$ cat src/rtl/dsp_issue_ctrl.sv
// dsp_issue_ctrl: sequences multi-pass operations onto a DSP datapath with request/result handshakes
module dsp_issue_ctrl #(
  parameter int N = 16,
  parameter int M = 16,
  parameter int ADD_LAT = 0
) (
  input  logic           clk,
  input  logic           reset,
  input  logic           in_valid,
  output logic           in_ready,
  input  logic [N-1:0]   in_aa,
  input  logic [M-1:0]   in_bb,
  input  logic [N+M-1:0] in_cc,
  input  logic [1:0]     in_mode,
  input  logic           in_mac,
  input  logic [1:0]     in_shift,
  output logic           dsp_start,
  output logic [1:0]     dsp_mode,
  output logic [N-1:0]   dsp_aa,
  output logic [M-1:0]   dsp_bb,
  output logic [N+M-1:0] dsp_cc,
  output logic           dsp_mac,
  output logic [1:0]     dsp_barrel_shifter,
  input  logic [N+M-1:0] dsp_out,
  output logic           out_valid,
  input  logic           out_ready,
  output logic [N+M-1:0] out_data,
  output logic [1:0]     out_mode,
  output logic           busy
);
  typedef enum logic [1:0] {IDLE, RUN, WAIT_ADD} state_t;
  localparam logic [1:0] LAT_LAST = 2'(ADD_LAT > 0 ? ADD_LAT - 1 : 0);
  state_t state_q, state_d;
  logic [1:0] pass_q, pass_d, lat_q, lat_d, mode_q, mode_d, shift_q, shift_d, omode_q, omode_d;
  logic [N-1:0] aa_q, aa_d;
  logic [M-1:0] bb_q, bb_d;
  logic [N+M-1:0] cc_q, cc_d, odata_q, odata_d;
  logic start_q, start_d, mac_q, mac_d, ovalid_q, ovalid_d;
  logic accept, last_pass, capture;
  assign in_ready = (state_q == IDLE) && (!ovalid_q || out_ready);
  assign dsp_start = start_q;
  assign dsp_mode = mode_q;
  assign dsp_aa = aa_q;
  assign dsp_bb = bb_q;
  assign dsp_cc = cc_q;
  assign dsp_mac = mac_q;
  assign dsp_barrel_shifter = shift_q;
  assign out_valid = ovalid_q;
  assign out_data = odata_q;
  assign out_mode = omode_q;
  assign busy = state_q != IDLE;
  // next-state: accept loads operands, RUN walks the passes, WAIT_ADD drains the adder pipe, capture latches the result
  always_comb begin
    accept = in_valid && in_ready;
    last_pass = pass_q == (mode_q == 2'd0 ? 2'd0 : mode_q == 2'd1 ? 2'd1 : 2'd3);
    capture = (state_q == RUN && last_pass && ADD_LAT == 0) || (state_q == WAIT_ADD && lat_q == LAT_LAST);
    state_d = accept ? RUN : capture ? IDLE : (state_q == RUN && last_pass) ? WAIT_ADD : state_q;
    pass_d = accept ? 2'd0 : state_q == RUN ? pass_q + 2'd1 : pass_q;
    lat_d = state_q == WAIT_ADD ? lat_q + 2'd1 : 2'd0;
    start_d = accept;
    aa_d = accept ? in_aa : aa_q;
    bb_d = accept ? in_bb : bb_q;
    cc_d = accept ? in_cc : cc_q;
    mode_d = accept ? in_mode : mode_q;
    mac_d = accept ? in_mac : mac_q;
    shift_d = accept ? in_shift : shift_q;
    omode_d = accept ? in_mode : omode_q;
    ovalid_d = capture || (ovalid_q && !out_ready);
    odata_d = capture ? dsp_out : odata_q;
  end
  // state and registered outputs; reset clears everything, dropping any in-flight result
  always_ff @(posedge clk) begin
    if (reset) begin
      state_q <= IDLE;
      pass_q <= '0;
      lat_q <= '0;
      start_q <= 1'b0;
      aa_q <= '0;
      bb_q <= '0;
      cc_q <= '0;
      mode_q <= '0;
      mac_q <= 1'b0;
      shift_q <= '0;
      omode_q <= '0;
      ovalid_q <= 1'b0;
      odata_q <= '0;
    end else begin
      state_q <= state_d;
      pass_q <= pass_d;
      lat_q <= lat_d;
      start_q <= start_d;
      aa_q <= aa_d;
      bb_q <= bb_d;
      cc_q <= cc_d;
      mode_q <= mode_d;
      mac_q <= mac_d;
      shift_q <= shift_d;
      omode_q <= omode_d;
      ovalid_q <= ovalid_d;
      odata_q <= odata_d;
    end
  end
endmodule

$ cat config.mk
export PLATFORM = sky130hd
export DESIGN_NAME = dsp_issue_ctrl
export DESIGN_NICKNAME = d
export VERILOG_FILES = /design/src/rtl/dsp_issue_ctrl.sv
export SDC_FILE = /design/constraint.sdc
export NUM_CORES = 1
export LEC_CHECK = 0
export CORE_MARGIN = 3
export CORE_UTILIZATION = 30
export DETAILED_ROUTE_END_ITERATION = 7
export PLACE_DENSITY_LB_ADDON = 0.05
export SYNTH_ARGS = -nofsm -noshare
export SYNTH_HDL_FRONTEND = slang
export SYNTH_SLANG_ARGS = --single-unit
$ cat constraint.sdc
create_clock -name clk -period 1.8 [get_ports clk]
set_input_delay 0.54 -clock clk [delete_from_list [all_inputs] [get_ports clk]]
set_output_delay 0.54 -clock clk [all_outputs]
set_load 0.005 [all_outputs]
==> summary.md <==
| Metric | Value |
|---|---|
| Status | complete, no violations |
| Mapped Nets | 435 |
| CTS tree | done |
| Max Slew Vio Count | 0 |
| Starting Density | 0.313 |
| Die ar. | roughly 14000 sq um |
| Max cap viols | 0 |
| Placed cell area | ~6200 sq um |
| Slew margin rel. | 0.749 |
| Share of layout cells above drive strength 1 | 0.0916 |
| Most common cell after layout, fill and taps aside | clkdlybuf4s50_1 |
| Family with the most delay on the worst path | buffers and inverters |
| Largest net degree at the start of global routing | 55 |
| Cell count after synthesis | around 330 |
| Maximum root-to-sink buffer count | 2 |
| Final hold viol count | 0 |
| Worst IR drop on VDD | roughly 0.60 mV |
| Final nets | 647 |
| DR pass1 iterations | 4 |
| Slowest stage delay, CP | 0.51 ns |
| Total gr overflow | 0 |
| Worst min-delay path category | reg2reg |
| Global-route wire length before repair | about 17000 microns |
| Die width | approximately 120 microns |
| Cell area after layout | 6640 sq um |
| Vias in the first global route | 3232 |
| Drt first-iter violations | roughly 160 |
| PortBufs | between 200 and 250 |
| Critical Path AT | between 1 and 1.5 ns |
| Root Buffer | clkbuf_16 |
| Total core area | about 12000 sq um |
| Syn Area/Cell | 11.7 sq um |
| Req. time, crit path | ~1.3 ns |
| Ant. Diodes | 0 |
| DP HPWL | 7640 microns |
| Power per cell area | slightly above 900 nW/um^2 |
| Final hold slack | 0.427 ns |
| Leakage | roughly 3.2 nW |
| GRT Total Usage | 0.151 |
| Clk Latency, worst-skew pair | 0.35 ns |
| CTS Buf Count | 9 |
| Post-Syn Area | 3840 sq um |
| Vias per cell | about 4.4 |
| Yosys warns | 0 |
| Fmax | between 0.5 and 0.6 GHz |
| Worst setup SP type | flop |
| Final Wtd Congestion | between 0.7 and 0.8 |
| Rows | 40 |
| Sink Count | between 100 and 150 |
| Drt drc | 0 |
| Via count | 3177 |
| Measured slew at the worst slew-check pin | 0.376 ns |
| Register area share after synthesis | 0.568 |
| Final WL | ~11000 microns |
| Crit end category | primary output |
| Initial antenna violation count | 0 |
| Clock Skew | between 0.007 and 0.008 ns |
| Final period utilization | 0.974 |
| Post-synthesis cell type count | 24 |
| Drt wl/cell | 15.0 microns |
| Commonest non-fill, non-tap cells in the layout | clkdlybuf4s50_1, dfxtp_1, a22o_1, nand2b_1, mux2i_1 |
| CP Class | reg2out |
| Setup-failing EPs final | 0 |
| Buf/Inv on CP | 1 |
| #FFs+latches synth | about 110 |
| H-Tree Level Count | 3 |
| RSZ-0062 raised after global routing | no |
| Worst Path Max Fanout | 2 |
| Synth-to-layout area growth | 72.6% |
| Die height | approximately 120 microns |
| CP Cell Sequence | clkdlybuf4s50_1 |
| Worst-path clk slew | around 0.080 ns |
| Io pins | 212 |
| Final min period | 1.75 ns |
| Slowest-stage cell, CP | clkdlybuf4s50_1 |
| ANT nets after route | 0 |
-- power breakdown --
group / internal, mW / switching [mW] / leakage, nW / total [mW]
clock network: 1.03 / 0.942 / 0.139 / 1.97
registers: 2.64 / 0.116 / 0.897 / 2.75
logic: 0.840 / 0.441 / 2.14 / 1.28
total: 4.50 / 1.50 / 3.17 / 6.00
-- cell families after synthesis --
logic type | count (synthesis) | share of synthesized area
buffers and inverters | 31 | 0.0404
DFF | 109 | 0.568
adders and majority gates | 1 | 0.00325
and+or+nand+nor | 79 | 0.129
AOI/OAI and AO/OA | 74 | 0.170
muxes | 32 | 0.0833
xor gates and xnor gates | 3 | 0.00684
-- stage by stage --
stage | total power, mW | utilization | std cells | setup WS, ns | setup TNS (ns)
floorplan | 3.28 | - | 329 | 0.176 | 0
global placement | 4.10 | 0.508 | 696 | -0.542 | -21.52
detailed placement | 4.11 | 0.508 | 696 | -0.535 | -22.25
CTS | 6.11 | 0.534 | 713 | 0.00546 | 0
global route | 6.30 | 0.541 | 714 | 0.000723 | 0
finish | 6.00 | 0.541 | 714 | 0.0462 | 0
-- cell usage after synthesis --
cell | n | area (sq um)
a21oi_1 | 2 | 10.0
a22o_1 | 69 | 604
a31oi_4 | 1 | 21.3
a32o_1 | 1 | 10.0
and2_1 | 2 | 12.5
and3b_1 | 1 | 8.76
and4b_1 | 1 | 10.0
buf_2 | 7 | 35.0
buf_4 | 2 | 15.0
buf_6 | 3 | 33.8
clkbuf_1 | 15 | 56.3
dfxtp_1 | 109 | 2180
ha_1 | 1 | 12.5
inv_1 | 4 | 15.0
mux2i_1 | 32 | 320
nand2_1 | 1 | 3.75
nand2b_1 | 66 | 413
nand3_1 | 1 | 5.00
nor2_1 | 3 | 11.3
nor2b_1 | 2 | 12.5
nor4b_1 | 1 | 8.76
nor4bb_1 | 1 | 10.0
o22ai_1 | 1 | 6.26
xnor2_1 | 3 | 26.3
-- flip-flops by register name (all words and copies together), names as in the netlist --
signal              cells
out_valid               1
dsp_aa                 16
lat_q                   2
state_q                 2
out_data               32
pass_q                  2
dsp_barrel_shifter      2
dsp_bb                 16
dsp_cc                 32
dsp_start               1
dsp_mac                 1
dsp_mode                2
-- per-layer routing --
layer,up-vias,GRT usage,share of wire
met3,14,0.0817,0.11
met1,1452,0.177,0.42
met2,131,0.234,0.45
li1,1580,-,-
met5,-,0,0
met4,0,0.0572,0.020
-- repair_timing --
| item | in CTS | in global routing |
|---|---|---|
| hold buffers | 0 | 0 |
| resized for setup | 18 | 36 |
| setup buffers | 1 | 1 |
| endpoints found under the setup margin | 7 | 36 |
| pin swaps | 2 | 0 |
-- final cells by class --
class / instances / area (sq um)
clock buffer: 11 / 253
inverter: 4 / 15.0
clock inverter: 5 / 41.3
timing repair buffer: 228 / 2380
fill: 1099 / 5630
tap: 168 / 210
sequential: 109 / 2200
multi-input combinational: 189 / 1540
-- worst paths after layout --
check,startpoint,end,slack [ns],cells after the start
worst min-delay path,lat_q[0],lat_q[0],0.43,1
worst min register to register,lat_q[0],lat_q[0],0.43,1
worst max-delay path,dsp_cc[0],dsp_cc[0],0.05,1
worst max register to register,state_q[1],out_data[6],0.10,6
(Power assumes the default switching activity.)
